[config.mk]
export PLATFORM = sky130hd
export DESIGN_NAME = viterbi_k3_stream
export DESIGN_NICKNAME = d
export VERILOG_FILES = /design/src/rtl/viterbi_k3_stream.sv
export SDC_FILE = /design/constraint.sdc
export NUM_CORES = 1
export LEC_CHECK = 0
export BUFFER_PORTS_ARGS = -buffer_cell sky130_fd_sc_hd__buf_2
export CELL_PAD_IN_SITES_DETAIL_PLACEMENT = 2
export CELL_PAD_IN_SITES_GLOBAL_PLACEMENT = 2
export CORE_MARGIN = 4
export CORE_UTILIZATION = 25
export DETAILED_ROUTE_END_ITERATION = 12
export PLACE_DENSITY_LB_ADDON = 0.15
export SLEW_MARGIN = 20
export SYNTH_ARGS = -nofsm -noshare
export SYNTH_HDL_FRONTEND = slang
export SYNTH_SLANG_ARGS = --single-unit
export TNS_END_PERCENT = 50
[constraint.sdc]
create_clock -name clk_div2 -period 8.2 [get_ports clk_div2]
set_input_delay 0.41 -clock clk_div2 [delete_from_list [all_inputs] [get_ports clk_div2]]
set_output_delay 0.41 -clock clk_div2 [all_outputs]
set_load 0.01 [all_outputs]
[src/rtl/viterbi_k3_stream.sv]
// Hard-decision register-exchange Viterbi decoder, rate 1/2, K=3 (g0=7, g1=5), one symbol per cycle.
// Build option: define VITERBI_TAIL_EN for zero-terminated frames (decode always ends in state 0).
module viterbi_k3_stream #(
  parameter int unsigned FRAME_LEN = 7,
  parameter int unsigned MW        = 8
) (
  input  logic                 clk_div2,
  input  logic                 rst,
  input  logic                 s_valid,
  output logic                 s_ready,
  input  logic [1:0]           s_sym,
  output logic                 dec_valid,
  input  logic                 dec_ready,
  output logic [FRAME_LEN-1:0] dec_data,
  output logic [MW-1:0]        dec_metric
);

  localparam int unsigned NS = 4;
  localparam int unsigned CW = (FRAME_LEN > 1) ? $clog2(FRAME_LEN) : 1;
  localparam logic [MW-1:0] M_SAT = {MW{1'b1}};
  localparam logic [CW-1:0] CNT_LAST = CW'(FRAME_LEN - 1);
  localparam logic [NS-1:0][MW-1:0] METRIC_INIT = {M_SAT, M_SAT, M_SAT, MW'(0)};

  if (FRAME_LEN < 3 || FRAME_LEN > 32) begin : g_bad_len
    $error("viterbi_k3_stream: FRAME_LEN must be within 3..32");
  end
  if ($clog2(2 * FRAME_LEN + 1) > MW) begin : g_bad_mw
    $error("viterbi_k3_stream: MW too narrow to hold 2*FRAME_LEN");
  end

  typedef enum logic [1:0] {IDLE, ACS, SEL, OUT} state_t;

  state_t                       state, state_next;
  logic [CW-1:0]                cnt;
  logic [NS-1:0][MW-1:0]        metric, metric_new;
  logic [NS-1:0][FRAME_LEN-1:0] surv, surv_new;
  logic [FRAME_LEN-1:0]         bit_mask;
  logic [FRAME_LEN-1:0]         sel_data;
  logic [MW-1:0]                sel_metric;
  logic                         accept, frame_init, load_out, release_out;

  // Hamming distance between the received symbol and the encoder output for (pred, u).
  function automatic logic [1:0] branch_metric(input logic [1:0] pred, input logic u,
                                               input logic [1:0] sym);
    logic [1:0] exp_sym;
    logic [1:0] diff;
    exp_sym = {u ^ pred[1] ^ pred[0], u ^ pred[0]};
    diff    = sym ^ exp_sym;
    return 2'(diff[1]) + 2'(diff[0]);
  endfunction

  function automatic logic [MW-1:0] sat_add(input logic [MW-1:0] m, input logic [1:0] bm);
    logic [MW:0] sum;
    sum = {1'b0, m} + (MW+1)'(bm);
    return sum[MW] ? M_SAT : sum[MW-1:0];
  endfunction

  assign bit_mask = FRAME_LEN'(1) << cnt;

  // Next state {u,a} is reached from {a,0} or {a,1}; ties keep {a,0}.
  for (genvar g = 0; g < NS; g++) begin : g_acs
    localparam logic       U  = 1'(g / 2);
    localparam logic [1:0] P0 = 2'((g % 2) * 2);
    localparam logic [1:0] P1 = 2'((g % 2) * 2 + 1);
    logic [MW-1:0] cand0, cand1;
    logic          take1;

    assign cand0         = sat_add(metric[P0], branch_metric(P0, U, s_sym));
    assign cand1         = sat_add(metric[P1], branch_metric(P1, U, s_sym));
    assign take1         = cand1 < cand0;
    assign metric_new[g] = take1 ? cand1 : cand0;
    assign surv_new[g]   = ((take1 ? surv[P1] : surv[P0]) & ~bit_mask) | (U ? bit_mask : '0);
  end

`ifdef VITERBI_TAIL_EN
  // Tail bits drive the encoder back to state 0; their decoded values are known zeros.
  localparam logic [FRAME_LEN-1:0] TAIL_MASK = ~(FRAME_LEN'(3) << (FRAME_LEN - 2));

  assign sel_data   = surv[0] & TAIL_MASK;
  assign sel_metric = metric[0];
`else
  logic [1:0] best;

  always_comb begin
    best = 2'd0;
    for (int i = 1; i < NS; i++) begin
      if (metric[i] < metric[best]) best = 2'(i);
    end
  end

  assign sel_data   = surv[best];
  assign sel_metric = metric[best];
`endif

  always_comb begin
    state_next  = state;
    accept      = 1'b0;
    frame_init  = 1'b0;
    load_out    = 1'b0;
    release_out = 1'b0;
    case (state)
      IDLE: begin
        frame_init = 1'b1;
        state_next = ACS;
      end
      ACS: begin
        if (s_valid && s_ready) begin
          accept = 1'b1;
          if (cnt == CNT_LAST) state_next = SEL;
        end
      end
      SEL: begin
        load_out   = 1'b1;
        state_next = OUT;
      end
      OUT: begin
        if (dec_valid && dec_ready) begin
          release_out = 1'b1;
          frame_init  = 1'b1;
          state_next  = ACS;
        end
      end
      default: state_next = IDLE;
    endcase
  end

  always_ff @(posedge clk_div2) begin
    if (!rst) begin
      state      <= IDLE;
      cnt        <= '0;
      metric     <= METRIC_INIT;
      surv       <= '0;
      s_ready    <= 1'b0;
      dec_valid  <= 1'b0;
      dec_data   <= '0;
      dec_metric <= '0;
    end else begin
      state   <= state_next;
      s_ready <= (state_next == ACS);
      if (frame_init) begin
        cnt    <= '0;
        metric <= METRIC_INIT;
        surv   <= '0;
      end else if (accept) begin
        cnt    <= cnt + CW'(1);
        metric <= metric_new;
        surv   <= surv_new;
      end
      if (load_out) begin
        dec_valid  <= 1'b1;
        dec_data   <= sel_data;
        dec_metric <= sel_metric;
      end else if (release_out) begin
        dec_valid <= 1'b0;
      end
    end
  end

endmodule

### Word level (Yosys, flattened, before mapping)

Cells that the tools add are included.

* bitwise gates (word level): 11
* reductions and logical operators: 5
* eq/ne operators: 5
* shift-type cells: 1
* muxes and demuxes: 39
* order comparisons: 10
* add/sub/neg operators: 13

Operators with widths (count)
* 2-to-1 mux 8 bit: 15
* adder 8 x 2 -> 9 bit: 8
* < comparator 8 bit: 7
* binary-select mux 8 bit (select 2 bit): 3
* 2-to-1 mux 7 bit: 5
* AND 7 bit: 4
* binary-select mux 7 bit (select 2 bit): 1
* bitwise OR 7 bit: 2
* 2-to-1 mux 2 bit: 5
* < comparator 2 x 3 -> 1 bit, second input constant: 3
* adder 1 x 1 -> 2 bit: 4
* 2-to-1 mux 1 bit: 8
* case mux 2 bit (4 select lines): 1
* NOT 7 bit: 1
* << shifter 1 x 3 -> 7 bit, first input constant: 1
* == test 2 x 1 -> 1 bit, second input constant: 2
* == test 2 bit, second input constant: 2
* adder 3 x 1 -> 3 bit, second input constant: 1
* == test 3 bit, second input constant: 1
* NOT 1 bit: 3
* logical AND 1 bit: 2
* zero test 2 bit: 1
* NOT 2 bit: 1
* case mux 1 bit (2 select lines): 1
* 2 further kinds: 2

* output and inout port bits: 17
* bits of input ports: 6
* flip-flop bits (word level): 82
* word-level logic and storage cells: 98

### Logic depth before layout (Yosys ltp)

Gate-level depths: netlist of run 1.

* depth after elaboration: 12
* gate-level depth with buffers: 27
* mapped depth without buffers: 23

### Worst setup path after synthesis of run 1

No wires, ideal clock.

* path type: register -> register
* from: register metric[3] in the netlist's numbering
* to: register dec_data[3]
* stages on the path, launching flop included: 26
* arrival: 5.679 ns
* required time: 8.070 ns
* path buffers: 4
* clock period less this slack: 5.808 ns
* slack: 2.392 ns
* setup time: 0.130 ns
* cells stage by stage: dfxtp_1 clkbuf_1 inv_1 ha_1 a2111o_1 a221oi_4 clkbuf_1 nand2_1 o21ai_0 inv_1 ha_1 a211oi_1 nor2_1 or4_1 buf_1 o21ai_2 mux2i_1 ha_1 a211oi_1 o221ai_1 or2_2 nand3_1 a21oi_1 buf_2 a222oi_1 o21ai_1

* cells in the longest elaborated chain, start to end: 12

RTL lines
* start, declared: RTL line 35 `logic [NS-1:0][MW-1:0] metric, metric_new;`
* start signal, assigned: RTL line 146 `metric <= metric_new;`
* < comparator 8 bit: RTL line 87 `if (metric[i] < metric[best]) best = 2'(i);`
* 2-to-1 mux 1 bit: RTL line 87
* binary-select mux 8 bit (select 2 bit): RTL line 87
* 2-to-1 mux 8 bit (implied by the code): RTL line 87
* < comparator 8 bit: RTL line 87
* 2-to-1 mux 2 bit: RTL line 87
* binary-select mux 8 bit (select 2 bit): RTL line 87
* 2-to-1 mux 8 bit (implied by the code): RTL line 87
* < comparator 8 bit: RTL line 87
* 2-to-1 mux 2 bit (*): RTL line 87
* binary-select mux 7 bit (select 2 bit) (*): RTL line 91 `assign sel_data = surv[best];`
* 2-to-1 mux 7 bit (implied by the code) (*): RTL line 91
* end signal, assigned: RTL line 151 `dec_data <= sel_data;`
* end, declared: RTL line 14 `output logic [FRAME_LEN-1:0] dec_data,`

Mark *: on every way between the ends. The rest lies on a longest branch, timed or not. The select of a mux whose other input is x is not followed.
A chain may end at the register's enable or synchronous reset.

### Worst setup path in the final report of run 1

* from: register metric[2] in the netlist's numbering
* to: register dec_metric[1]

* cells in the longest elaborated chain, start to end: 12

RTL lines
* < comparator 8 bit: RTL line 87
* 2-to-1 mux 1 bit: RTL line 87
* binary-select mux 8 bit (select 2 bit): RTL line 87
* 2-to-1 mux 8 bit (implied by the code): RTL line 87
* < comparator 8 bit: RTL line 87
* 2-to-1 mux 2 bit: RTL line 87
* binary-select mux 8 bit (select 2 bit): RTL line 87
* 2-to-1 mux 8 bit (implied by the code): RTL line 87
* < comparator 8 bit: RTL line 87
* 2-to-1 mux 2 bit (*): RTL line 87
* binary-select mux 8 bit (select 2 bit) (*): RTL line 92 `assign sel_metric = metric[best];`
* 2-to-1 mux 8 bit (implied by the code) (*): RTL line 92
* end signal, assigned: RTL line 152 `dec_metric <= sel_metric;`
* end, declared: RTL line 15 `output logic [MW-1:0] dec_metric`

Marks and branches as above.

==> results of run 1 <==
## cell type report
class / instances / area share, %
inverter: 63 / 3.14
tap: 341 / 5.67
clock buffer: 9 / 2.99
clock inverter: 7 / 0.798
multi-input combinational: 676 / 63.0
timing repair buffer: 33 / 2.56
sequential: 82 / 21.8
## routing by layer
metal	track usage, %	vias to the layer above
met2	28.3	56
met3	1.98	12
met1	24.7	3278
met4	2.28	0
li1	-	3178
met5	0	-
## cells by family after synthesis
kind of cell / Yosys count / synth area share (%)
AND/OR/NAND/NOR: 267 / 18.9
flip-flops: 82 / 23.9
buffers and inverters: 126 / 7.26
adder cells (fa/ha/maj): 83 / 16.0
multiplexers: 33 / 5.05
AO/OA/AOI/OAI: 272 / 26.2
XOR/XNOR: 21 / 2.68
## layout by cell type (no fill, tap or decap), drive strengths merged, types with 14 or more instances in the layout
cell type  Yosys  routed
inv           63      67
nor2          66      66
o211ai        14      14
nand4         19      19
dfxtp         82      82
o21ai         84      84
ha            75      75
nand2         72      72
a222oi        14      14
nand3         35      35
a21oi         73      73
mux2i         20      20
buf           14      33
xnor2         14      14
## power breakdown
part	internal, uW	total (uW)	switching, uW
combinational	133	398	266
clock	212	412	200
sequential	404	417	13.3
## path summary, 6_finish.rpt
check	startpoint	endpoint	slack (ns)	cells past startpoint
worst min register to register	dec_metric[7]$_SDFFE_PN0P_	dec_metric[7]$_SDFFE_PN0P_	0.48	2
worst max-delay path	metric[2]$_SDFFE_PP0P_	dec_metric[1]$_SDFFE_PN0P_	1.16	21
worst min-delay path	dec_ready	dec_valid$_SDFFE_PN0P_	0.40	4
worst max register to register	metric[2]$_SDFFE_PP0P_	dec_metric[1]$_SDFFE_PN0P_	1.16	21
## sequential cells by signal, indices dropped and copies added, names as in the netlist
signal,count
state,2
cnt,3
surv,28
dec_data,7
metric,32
dec_metric,8
dec_valid,1
s_ready,1
## cells in the mapped netlist, types with 3 or more instances
library cell	count
a211oi_1	11
nand4_1	19
a311oi_1	5
a32o_1	7
o21a_1	9
a222oi_1	14
inv_1	63
and3_1	6
and4_1	3
or3_1	11
a31oi_1	4
or4_1	5
o21ai_0	76
xnor2_1	14
a21o_1	9
dfxtp_1	82
o311ai_0	4
nor2_1	66
nor3_1	12
a221oi_1	6
ha_1	75
mux2_2	13
nand2_1	72
buf_2	11
a21oi_1	72
o211ai_1	13
o21ai_1	6
clkbuf_1	49
fa_1	8
nor2b_1	11
o22a_1	4
and2_1	10
a2111oi_0	3
nand2b_1	5
nand3_1	35
mux2i_1	20
xor2_1	7
o31ai_1	4
nor4_1	3
## through the flow
step | hold slack [ns] | instance area, um2
final | 0.402 | 7530
after global routing | 0.404 | 7530
after CTS | 0.385 | 7530
after detailed placement | 0.486 | 7240
after global placement | 0.484 | 7240
after floorplan | 0.446 | 6860
## tightest hold or removal path, cell delays in order
cell	delay (ns)
buf_2	0.11
nand2_1	0.05
a21oi_1	0.06
nor2b_1	0.09
==> impl_results.html, run 1 <==
<table>
<tr><th>Metric</th><th>Value</th></tr>
<tr><th colspan="2">Status</th></tr>
<tr><td>Result of the run</td><td>completed</td></tr>
<tr><th colspan="2">Setup path</th></tr>
<tr><td>Critical path required time</td><td>~8.5 ns</td></tr>
<tr><td>Cell class contributing the biggest share of worst-path delay</td><td>compound AO/OA/AOI/OAI gates</td></tr>
<tr><td>CP max stage delay</td><td>just under 0.9 ns</td></tr>
<tr><td>Critical Path, Cell by Cell</td><td>inv_1, ha_1, o21ai_0, a21oi_1, a221oi_4, o21ai_0, inv_1, ha_1, a211oi_1, nor2_1, or4_1, o21ai_2, mux2i_1, ha_1, a211oi_1, o221ai_1, nor3_1, nand4_1, o211ai_2, a222oi_1, o21ai_0</td></tr>
<tr><td>Critical Path Sink Type</td><td>flip-flop</td></tr>
<tr><td>Kind of critical path</td><td>reg -&gt; reg</td></tr>
<tr><td>Largest fanout of any net on the critical path</td><td>23</td></tr>
<tr><td>Setup crit start kind</td><td>flip-flop</td></tr>
<tr><td>Signal arrival time at the worst endpoint</td><td>approximately 7.3 ns</td></tr>
<tr><td>Critical path buffer and inverter count</td><td>2</td></tr>
<tr><td>Highest-delay cell along the critical path</td><td>a221oi_4</td></tr>
<tr><th colspan="2">Clock network</th></tr>
<tr><td>Library cell used as clock root buffer</td><td>clkbuf_16</td></tr>
<tr><td>Post-CTS setup buffer count</td><td>0</td></tr>
<tr><td>Source-to-sink clock delay at the later pin of the worst-skew pair</td><td>0.36 ns</td></tr>
<tr><td>Clock transition time at the flip-flop clock pins of the worst setup and hold paths</td><td>~0.080 ns</td></tr>
<tr><td>Num CTS Buffers</td><td>9</td></tr>
<tr><td>Hold-fix buffers at CTS</td><td>0</td></tr>
<tr><td>Post-cts sizing count</td><td>0</td></tr>
<tr><td>Buffers from clock root to sink, at most</td><td>2</td></tr>
<tr><td>Clock tree from TritonCTS</td><td>done</td></tr>
<tr><td>Number of levels in the clock H-tree</td><td>3</td></tr>
<tr><td>Number of clock sinks</td><td>slightly above 80</td></tr>
<tr><th colspan="2">Synthesis</th></tr>
<tr><td>Post-Synthesis Cell Area</td><td>between 6000 and 7000 um2</td></tr>
<tr><td>Area fraction of the dominant cell type after synthesis</td><td>between 20% and 30%</td></tr>
<tr><td>Count of distinct cell types in the synthesized netlist</td><td>between 60 and 70</td></tr>
<tr><td>Post-synthesis net count</td><td>~970</td></tr>
<tr><td>Warning count from the yosys run</td><td>0</td></tr>
<tr><td>Mean instance size in the synthesized netlist</td><td>~7.8 um2</td></tr>
<tr><td>Biggest area contributors in the synthesized netlist</td><td>dfxtp_1 (24%), ha_1 (14%), o21ai_0 (5.5%)</td></tr>
<tr><td>Post-synth ARST share</td><td>0%</td></tr>
<tr><td>Synthesized instance count</td><td>roughly 880</td></tr>
<tr><td>Number of synthesized flops with an enable pin</td><td>0</td></tr>
<tr><td>Fraction of the yosys area taken by sequential cells</td><td>23.9%</td></tr>
<tr><td>Dominant register cell in the synthesized netlist</td><td>dfxtp_1</td></tr>
<tr><td>Synthesis-stage register bit count</td><td>between 80 and 90</td></tr>
<tr><td>Cell taking the most area after synthesis</td><td>dfxtp_1</td></tr>
<tr><th colspan="2">Routing</th></tr>
<tr><td>Met3 routed WL</td><td>between 500 and 600 um</td></tr>
<tr><td>Violation count after the first detailed-routing iteration</td><td>approximately 300</td></tr>
<tr><td>Final antenna-violating net count</td><td>0</td></tr>
<tr><td>Total vias in the final route</td><td>between 6000 and 7000</td></tr>
<tr><td>Routed WL</td><td>about 26000 um</td></tr>
<tr><td>Number of remaining DRC errors</td><td>0</td></tr>
<tr><td>Length of the first detailed-routing pass in iterations</td><td>8</td></tr>
<tr><td>Met1 Routed Length</td><td>~13000 um</td></tr>
<tr><td>Average wire per cell in the routed design</td><td>between 20 and 25 um</td></tr>
<tr><td>Metal2 WL</td><td>~12000 um</td></tr>
<tr><td>Highest routing layer actually used</td><td>met4</td></tr>
<tr><td>Post-DR vias/cell</td><td>5.39</td></tr>
<tr><th colspan="2">Die</th></tr>
<tr><td>Chip Height</td><td>roughly 170 um</td></tr>
<tr><td>Core area</td><td>approximately 27000 um2</td></tr>
<tr><td>Initial core utilization</td><td>25.5%</td></tr>
<tr><td>Chip Width</td><td>174 um</td></tr>
<tr><td>Site Rows</td><td>60</td></tr>
<tr><td>Die area</td><td>30200 um2</td></tr>
<tr><td>I/O pin count</td><td>23</td></tr>
<tr><th colspan="2">Power and ir drop</th></tr>
<tr><td>PD cells</td><td>163 nW/um2</td></tr>
<tr><td>Worst VDD drop</td><td>between 0.08 and 0.09 mV</td></tr>
<tr><td>Post-layout total power</td><td>1230 uW</td></tr>
<tr><td>Static Leak</td><td>0.00288 uW</td></tr>
<tr><th colspan="2">Placed design</th></tr>
<tr><td>Post-placement worst setup slack</td><td>1.10 ns</td></tr>
<tr><td>Port Buffers</td><td>22</td></tr>
<tr><td>Cell count after placement</td><td>around 1200</td></tr>
<tr><td>Estimated wirelength of the detail-placed design</td><td>~19000 um</td></tr>
<tr><td>Final RePlAce weighted congestion</td><td>0.773</td></tr>
<tr><th colspan="2">STA</th></tr>
<tr><td>Post-layout worst setup margin</td><td>about 1.2 ns</td></tr>
<tr><td>Final min period</td><td>slightly above 7 ns</td></tr>
<tr><td>Final setup vio count</td><td>0</td></tr>
<tr><td>Final-report max-slew violation count</td><td>0</td></tr>
<tr><td>Final Hold Vio Count</td><td>0</td></tr>
<tr><td>Actual slew at the worst max-slew pin</td><td>approximately 1.0 ns</td></tr>
<tr><td>Max Freq</td><td>about 0.14 GHz</td></tr>
<tr><td>Final critical-path share of the clock period</td><td>85.9%</td></tr>
<tr><td>Max-Slew Margin vs Limit</td><td>between 30% and 40%</td></tr>
<tr><td>Post-Route Setup TNS</td><td>0 ns</td></tr>
<tr><td>Setup Skew</td><td>0.0134 ns</td></tr>
<tr><td>RSZ-0062 raised after global routing</td><td>false</td></tr>
<tr><th colspan="2">Finish</th></tr>
<tr><td>Share of the core filled with cells</td><td>approximately 28%</td></tr>
<tr><td>Synthesis-to-layout area growth</td><td>9.70%</td></tr>
<tr><td>Fraction of final layout cells sized beyond drive strength 1</td><td>under 10%</td></tr>
<tr><td>Sequential cell area</td><td>1640 um2</td></tr>
<tr><td>Diode insertion count for antenna repair</td><td>0</td></tr>
<tr><td>Filler cell count</td><td>3140</td></tr>
<tr><td>Area used by multi-input combinational logic</td><td>approximately 4700 um2</td></tr>
<tr><td>Layout net count</td><td>954</td></tr>
<tr><td>Layout Cells excl Fill</td><td>about 1200</td></tr>
<tr><th colspan="2">Global routing</th></tr>
<tr><td>Largest net degree at the start of global routing</td><td>52</td></tr>
<tr><td>Wire length of the first global-routing pass</td><td>between 40000 and 50000 um</td></tr>
<tr><td>Vias in the first global route</td><td>6987</td></tr>
<tr><td>Tot GR Track Use</td><td>17.1%</td></tr>
<tr><td>Global route overflow</td><td>0</td></tr>
<tr><td>Number of antenna violations at the first check in global routing</td><td>0</td></tr>
<tr><th colspan="2">Run</th></tr>
<tr><td>Max-cap violations</td><td>0</td></tr>
<tr><th colspan="2">Hold path</th></tr>
<tr><td>Class of the tightest hold or removal check</td><td>in -&gt; reg</td></tr>
</table>
Note: power is estimated with default switching activity, not from simulation.
==> run 2: changes to the inputs <==
--- a/config.mk
+++ b/config.mk
@@ -5,6 +5,7 @@
 export SDC_FILE = /design/constraint.sdc
 export NUM_CORES = 1
 export LEC_CHECK = 0
+export ABC_AREA = 1
 export BUFFER_PORTS_ARGS = -buffer_cell sky130_fd_sc_hd__buf_2
 export CELL_PAD_IN_SITES_DETAIL_PLACEMENT = 2
 export CELL_PAD_IN_SITES_GLOBAL_PLACEMENT = 2
==> impl_results.html, run 2 <==
<table>
<tr><th>Metric</th><th>Value</th></tr>
<tr><th colspan="2">Synthesis</th></tr>
<tr><td>Biggest area contributors in the synthesized netlist</td><td>dfxtp_1 (24%), ha_1 (14%), nand2_1 (11%)</td></tr>
<tr><td>Synthesized instance count</td><td>about 1100</td></tr>
<tr><td>Area fraction in compound gates after synthesis</td><td>23.4%</td></tr>
<tr><td>Synth Area in Adders</td><td>15.9%</td></tr>
<tr><td>Post-synthesis share of cell area spent on xor and xnor gates</td><td>less than 1%</td></tr>
<tr><td>Count of distinct cell types in the synthesized netlist</td><td>39</td></tr>
<tr><td>Warning count from the yosys run</td><td>0</td></tr>
<tr><td>Fraction of the yosys area taken by sequential cells</td><td>about a quarter</td></tr>
<tr><td>Top cell types by occurrence after synthesis</td><td>nand2_1 (208), inv_1 (165), a21oi_1 (123)</td></tr>
<tr><td>Post-synth ARST share</td><td>0%</td></tr>
<tr><td>Mean instance size in the synthesized netlist</td><td>approximately 6.4 um2</td></tr>
<tr><td>Dominant register cell in the synthesized netlist</td><td>dfxtp_1</td></tr>
<tr><td>Post-synthesis net count</td><td>roughly 1200</td></tr>
<tr><td>Most frequent cell after synthesis</td><td>nand2_1</td></tr>
<tr><td>Simple-gate share of the synthesized area</td><td>roughly 25%</td></tr>
<tr><td>Multiplexer share of the synthesized area</td><td>less than 1%</td></tr>
<tr><td>Post-Synthesis Cell Area</td><td>just under 7000 um2</td></tr>
<tr><td>Cell taking the most area after synthesis</td><td>dfxtp_1</td></tr>
<tr><td>Synthesis-stage register bit count</td><td>82</td></tr>
<tr><td>Combinational family with the most area after synthesis</td><td>simple AND/OR/NAND/NOR gates</td></tr>
<tr><td>Area fraction of the dominant cell type after synthesis</td><td>a little under a quarter</td></tr>
<tr><td>Number of synthesized flops with an enable pin</td><td>0</td></tr>
<tr><th colspan="2">Finish</th></tr>
<tr><td>Fraction of final layout cells sized beyond drive strength 1</td><td>just under 7%</td></tr>
<tr><td>Synthesis-to-layout area growth</td><td>11.4%</td></tr>
<tr><td>Share of the core filled with cells</td><td>around 28%</td></tr>
<tr><td>Layout net count</td><td>1171</td></tr>
<tr><td>Most common cell after layout, fill and taps aside</td><td>nand2_1</td></tr>
<tr><td>Top reg by flops</td><td>metric</td></tr>
<tr><td>Flip-flop count of the largest register after layout</td><td>32</td></tr>
<tr><td>Highest-count cells in the layout ignoring fill and taps</td><td>nand2_1 (207), inv_1 (164), a21oi_1 (122)</td></tr>
<tr><td>Top flop regs</td><td>metric: 32 flops, surv: 28 flops, dec_metric: 8 flops</td></tr>
<tr><td>Diode insertion count for antenna repair</td><td>0</td></tr>
<tr><th colspan="2">Setup path</th></tr>
<tr><td>Signal arrival time at the worst endpoint</td><td>~5.8 ns</td></tr>
<tr><td>Kind of critical path</td><td>reg -&gt; reg</td></tr>
<tr><td>CP max stage delay</td><td>about 0.7 ns</td></tr>
<tr><td>Highest-delay cell along the critical path</td><td>a21boi_2</td></tr>
<tr><td>Cell mode on critical path</td><td>inv_1</td></tr>
<tr><td>Critical path required time</td><td>8.46 ns</td></tr>
<tr><td>Critical Path Sink Type</td><td>flip-flop</td></tr>
<tr><td>Largest fanout of any net on the critical path</td><td>16</td></tr>
<tr><td>Setup crit start kind</td><td>flip-flop</td></tr>
<tr><th colspan="2">STA</th></tr>
<tr><td>Setup Skew</td><td>approximately 0.013 ns</td></tr>
<tr><td>Final Hold Vio Count</td><td>0</td></tr>
<tr><td>Actual slew at the worst max-slew pin</td><td>between 0.7 and 0.8 ns</td></tr>
<tr><td>Final setup vio count</td><td>0</td></tr>
<tr><td>Max-Slew Margin vs Limit</td><td>between 40% and 50%</td></tr>
<tr><td>Post-Route Setup TNS</td><td>0 ns</td></tr>
<tr><td>Final min period</td><td>5.51 ns</td></tr>
<tr><td>Final-report max-slew violation count</td><td>0</td></tr>
<tr><td>Max Freq</td><td>around 0.18 GHz</td></tr>
<tr><td>RSZ-0062 raised after global routing</td><td>false</td></tr>
<tr><td>Final critical-path share of the clock period</td><td>between 60% and 70%</td></tr>
<tr><th colspan="2">Clock network</th></tr>
<tr><td>Number of clock sinks</td><td>82</td></tr>
<tr><td>Num CTS Buffers</td><td>9</td></tr>
<tr><td>Clock transition time at the flip-flop clock pins of the worst setup and hold paths</td><td>~0.080 ns</td></tr>
<tr><td>Post-CTS setup buffer count</td><td>0</td></tr>
<tr><td>Clock tree from TritonCTS</td><td>done</td></tr>
<tr><td>Source-to-sink clock delay at the later pin of the worst-skew pair</td><td>approximately 0.36 ns</td></tr>
<tr><td>Hold-fix buffers at CTS</td><td>0</td></tr>
<tr><td>Number of levels in the clock H-tree</td><td>3</td></tr>
<tr><td>Post-cts sizing count</td><td>0</td></tr>
<tr><td>Buffers from clock root to sink, at most</td><td>2</td></tr>
<tr><td>Library cell used as clock root buffer</td><td>clkbuf_16</td></tr>
<tr><th colspan="2">Routing</th></tr>
<tr><td>Highest routing layer actually used</td><td>met4</td></tr>
<tr><td>Length of the first detailed-routing pass in iterations</td><td>4</td></tr>
<tr><td>Final antenna-violating net count</td><td>0</td></tr>
<tr><td>Routed WL</td><td>27200 um</td></tr>
<tr><td>Violation count after the first detailed-routing iteration</td><td>about 340</td></tr>
<tr><td>Met1 Routed Length</td><td>about 13000 um</td></tr>
<tr><td>Number of remaining DRC errors</td><td>0</td></tr>
<tr><td>Met3 routed WL</td><td>roughly 500 um</td></tr>
<tr><td>Post-DR vias/cell</td><td>a little under 5</td></tr>
<tr><td>Total vias in the final route</td><td>7094</td></tr>
<tr><td>Metal2 WL</td><td>13200 um</td></tr>
<tr><td>Average wire per cell in the routed design</td><td>18.6 um</td></tr>
<tr><th colspan="2">Die</th></tr>
<tr><td>Core area</td><td>around 27000 um2</td></tr>
<tr><td>I/O pin count</td><td>23</td></tr>
<tr><td>Chip Width</td><td>about 170 um</td></tr>
<tr><td>Chip Height</td><td>roughly 170 um</td></tr>
<tr><td>Die area</td><td>30500 um2</td></tr>
<tr><td>Initial core utilization</td><td>~26%</td></tr>
<tr><td>Site Rows</td><td>60</td></tr>
<tr><th colspan="2">Hold path</th></tr>
<tr><td>Class of the tightest hold or removal check</td><td>in -&gt; reg</td></tr>
<tr><th colspan="2">Run</th></tr>
<tr><td>Max-cap violations</td><td>0</td></tr>
<tr><th colspan="2">Global routing</th></tr>
<tr><td>Tot GR Track Use</td><td>about 18%</td></tr>
<tr><td>Number of antenna violations at the first check in global routing</td><td>0</td></tr>
<tr><td>Global route overflow</td><td>0</td></tr>
<tr><td>Vias in the first global route</td><td>7528</td></tr>
<tr><td>Largest net degree at the start of global routing</td><td>60</td></tr>
<tr><td>Wire length of the first global-routing pass</td><td>43200 um</td></tr>
<tr><th colspan="2">Status</th></tr>
<tr><td>Result of the run</td><td>completed</td></tr>
<tr><th colspan="2">Placed design</th></tr>
<tr><td>Final RePlAce weighted congestion</td><td>~0.78</td></tr>
<tr><td>Port Buffers</td><td>22</td></tr>
<tr><td>Estimated wirelength of the detail-placed design</td><td>around 21000 um</td></tr>
<tr><th colspan="2">Power and ir drop</th></tr>
<tr><td>Static Leak</td><td>0.00344 uW</td></tr>
<tr><td>Worst VDD drop</td><td>0.0825 mV</td></tr>
<tr><td>PD cells</td><td>between 150 and 200 nW/um2</td></tr>
</table>
==> run 2: layout make-up <==
type                    instances  area, um2
fillers                      3330      19400
clock inverters                 7       76.3
flip-flops and latches         82       1640
well taps                     372        465
repair buffers                 28        155
multi-input cells             792       4520
clock buffers                   9        225
inverters                     169        634
==> run 2: path summary, 6_finish.rpt <==
kind / endpoint / cells after the start / startpoint / slack (ns)
setup / recovery: dec_data[2]$_SDFFE_PN0P_ / 25 / metric[5]$_SDFFE_PP0P_ / 2.69
hold reg to reg: surv[10]$_SDFFE_PP0P_ / 2 / surv[10]$_SDFFE_PP0P_ / 0.48
setup reg to reg: dec_data[2]$_SDFFE_PN0P_ / 25 / metric[5]$_SDFFE_PP0P_ / 2.69
hold / removal: dec_metric[3]$_SDFFE_PN0P_ / 3 / rst / 0.38
==> run 2: cell families after synthesis <==
logic type / after synthesis
muxes: 1
DFF: 82
and+or+nand+nor: 410
AOI/OAI and AO/OA: 292
adders and majority gates: 83
buffers and inverters: 204
xor gates and xnor gates: 6
==> run 2: metrics by stage <==
| step | cell area, um2 | power, uW | cells | hold slack [ns] | setup WS [ns] |
|---|---|---|---|---|---|
| after floorplan | 6930 | 690 | 1078 | 0.445 | 3.53 |
| after global placement | 7420 | 824 | 1443 | 0.455 | 2.88 |
| after detailed placement | 7420 | 831 | 1443 | 0.463 | 2.61 |
| after CTS | 7720 | 1270 | 1459 | 0.367 | 2.59 |
| after global routing | 7720 | 1340 | 1459 | 0.381 | 2.13 |
| final | 7720 | 1250 | 1459 | 0.383 | 2.69 |
==> run 2: layer usage <==
metal	vias up	GRT usage (%)
li1	3567	-
met1	3467	23.9
met2	43	31.9
met3	17	1.65
met4	0	3.04
met5	-	0
==> run 2: report_power, final <==
group          switching, uW  internal, uW  total (uW)
combinational            291           111         401
clock                    215           218         433
sequential              8.67           404         413
total                    514           733        1250
==> run 2: worst max-delay path: cells and delay by family (launching register included) <==
kind	cells	cell delay (ns)
DFF	1	0.44
and+or+nand+nor	10	1.17
buffers and inverters	4	0.49
adders and majority gates	3	0.88
AOI/OAI and AO/OA	8	2.43
==> run 3: changes to the inputs <==
--- a/config.mk
+++ b/config.mk
@@ -5,7 +5,7 @@
 export SDC_FILE = /design/constraint.sdc
 export NUM_CORES = 1
 export LEC_CHECK = 0
-export ABC_AREA = 1
+export ABC_AREA = 0
 export BUFFER_PORTS_ARGS = -buffer_cell sky130_fd_sc_hd__buf_2
 export CELL_PAD_IN_SITES_DETAIL_PLACEMENT = 2
 export CELL_PAD_IN_SITES_GLOBAL_PLACEMENT = 2
==> constraint.sdc (replaced) <==
create_clock -name clk_div2 -period 5.3 [get_ports clk_div2]
set_input_delay 0.265 -clock clk_div2 [delete_from_list [all_inputs] [get_ports clk_div2]]
set_output_delay 0.265 -clock clk_div2 [all_outputs]
set_load 0.01 [all_outputs]
==> impl_results.html, run 3 (synthesis gave the netlist of run 1 again) <==
<table>
<tr><th>Metric</th><th>Value</th></tr>
<tr><th colspan="2">Power and ir drop</th></tr>
<tr><td>Comb pwr share</td><td>roughly 34%</td></tr>
<tr><td>PD cells</td><td>about 250 nW/um2</td></tr>
<tr><td>Switching power share of the total</td><td>between 30% and 40%</td></tr>
<tr><td>Pint</td><td>1250 uW</td></tr>
<tr><td>Switching power of the nets</td><td>774 uW</td></tr>
<tr><td>Static Leak</td><td>about 0.0032 uW</td></tr>
<tr><td>Power share of the sequential group</td><td>around a third</td></tr>
<tr><td>Relative contribution of the clock network to total power</td><td>between 30% and 40%</td></tr>
<tr><td>Worst VDD drop</td><td>0.143 mV</td></tr>
<tr><th colspan="2">Clock network</th></tr>
<tr><td>Clock tree from TritonCTS</td><td>done</td></tr>
<tr><td>Source-to-sink clock delay at the later pin of the worst-skew pair</td><td>about 0.37 ns</td></tr>
<tr><td>Library cell used as clock root buffer</td><td>clkbuf_16</td></tr>
<tr><td>Hold-fix buffers at CTS</td><td>0</td></tr>
<tr><td>Num CTS Buffers</td><td>9</td></tr>
<tr><td>Number of levels in the clock H-tree</td><td>3</td></tr>
<tr><td>Number of clock sinks</td><td>82</td></tr>
<tr><td>Buffers from clock root to sink, at most</td><td>2</td></tr>
<tr><td>Clock transition time at the flip-flop clock pins of the worst setup and hold paths</td><td>0.08 ns</td></tr>
<tr><th colspan="2">Routing</th></tr>
<tr><td>Average wire per cell in the routed design</td><td>21.3 um</td></tr>
<tr><td>Final antenna-violating net count</td><td>0</td></tr>
<tr><td>Routed WL</td><td>about 27000 um</td></tr>
<tr><td>Length of the first detailed-routing pass in iterations</td><td>7</td></tr>
<tr><td>Total vias in the final route</td><td>~6700</td></tr>
<tr><td>Post-DR vias/cell</td><td>5.29</td></tr>
<tr><td>Number of remaining DRC errors</td><td>0</td></tr>
<tr><td>Violation count after the first detailed-routing iteration</td><td>approximately 340</td></tr>
<tr><th colspan="2">Setup path</th></tr>
<tr><td>CP max stage delay</td><td>~0.46 ns</td></tr>
<tr><td>Cell class contributing the biggest share of worst-path delay</td><td>compound AO/OA/AOI/OAI gates</td></tr>
<tr><td>Worst reg2reg setup slack</td><td>~0.094 ns</td></tr>
<tr><td>Highest-delay cell along the critical path</td><td>or4_4</td></tr>
<tr><td>Critical path buffer and inverter count</td><td>6</td></tr>
<tr><td>Kind of critical path</td><td>reg -&gt; reg</td></tr>
<tr><td>Setup crit start kind</td><td>flip-flop</td></tr>
<tr><td>Critical Path Sink Type</td><td>flip-flop</td></tr>
<tr><td>Critical Path, Cell by Cell</td><td>inv_2, ha_4, a2111o_1, a221oi_4, buf_6, buf_4, o21ai_2, inv_1, ha_4, a211o_1, or4_4, o21ai_4, buf_4, mux2i_1, ha_1, a21oi_1, o221ai_4, or2_4, nand3_1, a21oi_2, buf_12, a222oi_1, o21ai_1</td></tr>
<tr><td>FF-to-FF Start</td><td>metric[1]$_SDFFE_PP0P_</td></tr>
<tr><td>Signal arrival time at the worst endpoint</td><td>between 5 and 6 ns</td></tr>
<tr><td>Critical path required time</td><td>approximately 5.5 ns</td></tr>
<tr><td>Endpoint of the most critical register-to-register path</td><td>dec_metric[5]$_SDFFE_PN0P_</td></tr>
<tr><td>Largest fanout of any net on the critical path</td><td>9</td></tr>
<tr><td>Number of cells traversed by the worst register-to-register path</td><td>23</td></tr>
<tr><th colspan="2">Global routing</th></tr>
<tr><td>Number of antenna violations at the first check in global routing</td><td>0</td></tr>
<tr><td>Wire length of the first global-routing pass</td><td>42500 um</td></tr>
<tr><td>Largest net degree at the start of global routing</td><td>39</td></tr>
<tr><td>Vias in the first global route</td><td>approximately 7200</td></tr>
<tr><td>Global route overflow</td><td>0</td></tr>
<tr><td>Tot GR Track Use</td><td>17.9%</td></tr>
<tr><th colspan="2">Placed design</th></tr>
<tr><td>Cell count after placement</td><td>1241</td></tr>
<tr><td>Final RePlAce weighted congestion</td><td>0.763</td></tr>
<tr><td>Estimated wirelength of the detail-placed design</td><td>slightly above 20000 um</td></tr>
<tr><td>Post-placement worst setup slack</td><td>-0.110 ns</td></tr>
<tr><td>Port Buffers</td><td>22</td></tr>
<tr><th colspan="2">Die</th></tr>
<tr><td>Die area</td><td>approximately 30000 um2</td></tr>
<tr><td>I/O pin count</td><td>23</td></tr>
<tr><td>Chip Width</td><td>about 170 um</td></tr>
<tr><td>Initial core utilization</td><td>about 25%</td></tr>
<tr><td>Chip Height</td><td>~170 um</td></tr>
<tr><td>Site Rows</td><td>60</td></tr>
<tr><td>Core area</td><td>between 20000 and 30000 um2</td></tr>
<tr><th colspan="2">Finish</th></tr>
<tr><td>Flip-flop count of the largest register after layout</td><td>32</td></tr>
<tr><td>Diode insertion count for antenna repair</td><td>0</td></tr>
<tr><td>Top reg by flops</td><td>metric</td></tr>
<tr><td>Fraction of final layout cells sized beyond drive strength 1</td><td>approximately 18%</td></tr>
<tr><td>Top flop regs</td><td>metric: 32 flops, surv: 28 flops, dec_metric: 8 flops</td></tr>
<tr><td>Synthesis-to-layout area growth</td><td>19.7%</td></tr>
<tr><td>Layout net count</td><td>around 1000</td></tr>
<tr><td>Most common cell after layout, fill and taps aside</td><td>dfxtp_1</td></tr>
<tr><td>Highest-count cells in the layout ignoring fill and taps</td><td>dfxtp_1 (79), a21oi_1 (70), ha_1 (70)</td></tr>
<tr><td>Layout Cells excl Fill</td><td>between 1000 and 1500</td></tr>
<tr><td>Filler cell count</td><td>roughly 3100</td></tr>
<tr><th colspan="2">Hold path</th></tr>
<tr><td>Class of the tightest hold or removal check</td><td>in -&gt; reg</td></tr>
<tr><td>Worst Hold Launch</td><td>dec_ready</td></tr>
<tr><td>Sink of the worst hold path</td><td>dec_valid$_SDFFE_PN0P_</td></tr>
<tr><td>Hold path cells</td><td>4</td></tr>
<tr><th colspan="2">STA</th></tr>
<tr><td>Max Freq</td><td>~0.19 GHz</td></tr>
<tr><td>Setup Skew</td><td>0.0165 ns</td></tr>
<tr><td>Actual slew at the worst max-slew pin</td><td>1.06 ns</td></tr>
<tr><td>RSZ-0062 raised after global routing</td><td>true</td></tr>
<tr><td>Final-report max-slew violation count</td><td>0</td></tr>
<tr><td>Final min period</td><td>~5.2 ns</td></tr>
<tr><td>Final Hold Vio Count</td><td>0</td></tr>
<tr><td>Post-layout worst setup margin</td><td>0.0936 ns</td></tr>
<tr><td>Final setup vio count</td><td>0</td></tr>
<tr><td>Max-Slew Margin vs Limit</td><td>between 20% and 30%</td></tr>
<tr><td>Final critical-path share of the clock period</td><td>a little over nine tenths</td></tr>
<tr><th colspan="2">Run</th></tr>
<tr><td>Max-cap violations</td><td>0</td></tr>
<tr><th colspan="2">Status</th></tr>
<tr><td>Result of the run</td><td>completed</td></tr>
</table>
==> run 3: changes by cell type in the layout (fill, tap and decap cells not counted), sizes merged, moves of 14 or more <==
| cell | previous run | this run |
|---|---|---|
| buf | 28 | 89 |
| inv | 171 | 67 |
| nor2 | 119 | 66 |
| nand4 | 4 | 19 |
| a21oi | 123 | 73 |
| a222oi | 0 | 14 |
| o211ai | 30 | 14 |
| mux2i | 0 | 20 |
| o21ai | 105 | 84 |
| nand2 | 219 | 72 |
==> run 3: metal layers <==
metal / vias to the layer above / track usage (%) / wire length (um)
li1: 3299 / - / -
met1: 3336 / 24.2 / 13100
met2: 58 / 31.1 / 13000
met3: 13 / 2.09 / 526
met4: 0 / 3.40 / 246
met5: - / 0 / 0
==> run 3: what timing repair did <==
action                     in CTS  in global routing
setup endpoints to repair      15                 15
gates resized for setup         5                 46
buffers inserted                2                  9
pin swaps                       4                 28
==> run 3: worst reg2reg max path, cell delays in order (launching register included) <==
cell and delay [ns]:
dfxtp_2 0.32, inv_2 0.07, ha_4 0.19, a2111o_1 0.44, a221oi_4 0.36, buf_6 0.18, buf_4 0.13, o21ai_2 0.06
inv_1 0.10, ha_4 0.21, a211o_1 0.27, or4_4 0.46, o21ai_4 0.27, buf_4 0.16, mux2i_1 0.19, ha_1 0.27
a21oi_1 0.23, o221ai_4 0.19, or2_4 0.27, nand3_1 0.10, a21oi_2 0.08, buf_12 0.16, a222oi_1 0.29, o21ai_1 0.11
==> run 3: area by class of cell <==
type	instances	area [um2]	share of cell area (%)
inverter	63	236	2.88
tap	341	427	5.19
timing repair buffer	89	669	8.15
clock buffer	9	225	2.74
sequential	82	1650	20.0
multi-input combinational	676	4930	60.0
clock inverter	7	81.3	0.990
==> run 3: power groups by stage <==
stage	Clock (uW)	Combinational [uW]	Sequential [uW]
global placement	0	661	654
CTS	708	683	639
finish	690	696	640
floorplan	0	443	646
global route	732	783	641
detailed placement	0	676	654
==> run 3: through the flow <==
| step | power, uW | hold WS, ns | instance area [um2] | setup TNS [ns] | util, % |
|---|---|---|---|---|---|
| 2_1_floorplan | 1090 | 0.446 | 6920 | 0 | - |
| 3_3_place_gp | 1320 | 0.462 | 7640 | 0 | 28.4 |
| 3_5_place_dp | 1330 | 0.462 | 7640 | -1.01 | 28.4 |
| 4_1_cts | 2030 | 0.250 | 7980 | -0.000334 | 29.6 |
| 5_1_grt | 2160 | 0.283 | 8210 | -1.94 | 30.5 |
| 6_report | 2020 | 0.256 | 8210 | 0 | 30.5 |
==> run 3: worst max path at each step <==
stage                                 from                         end  cells after the start  slack, ns
CTS                 metric[1]$_SDFFE_PP0P_  dec_metric[5]$_SDFFE_PN0P_                     24    -0.0003
finish              metric[1]$_SDFFE_PP0P_  dec_metric[5]$_SDFFE_PN0P_                     23       0.09
global route        metric[1]$_SDFFE_PP0P_  dec_metric[4]$_SDFFE_PN0P_                     23      -0.21
detailed placement  metric[1]$_SDFFE_PP0P_  dec_metric[1]$_SDFFE_PN0P_                     23      -0.11
floorplan           metric[2]$_SDFFE_PP0P_    dec_data[3]$_SDFFE_PN0P_                     25     0.0004
global placement    metric[1]$_SDFFE_PP0P_  dec_metric[3]$_SDFFE_PN0P_                     23       0.03
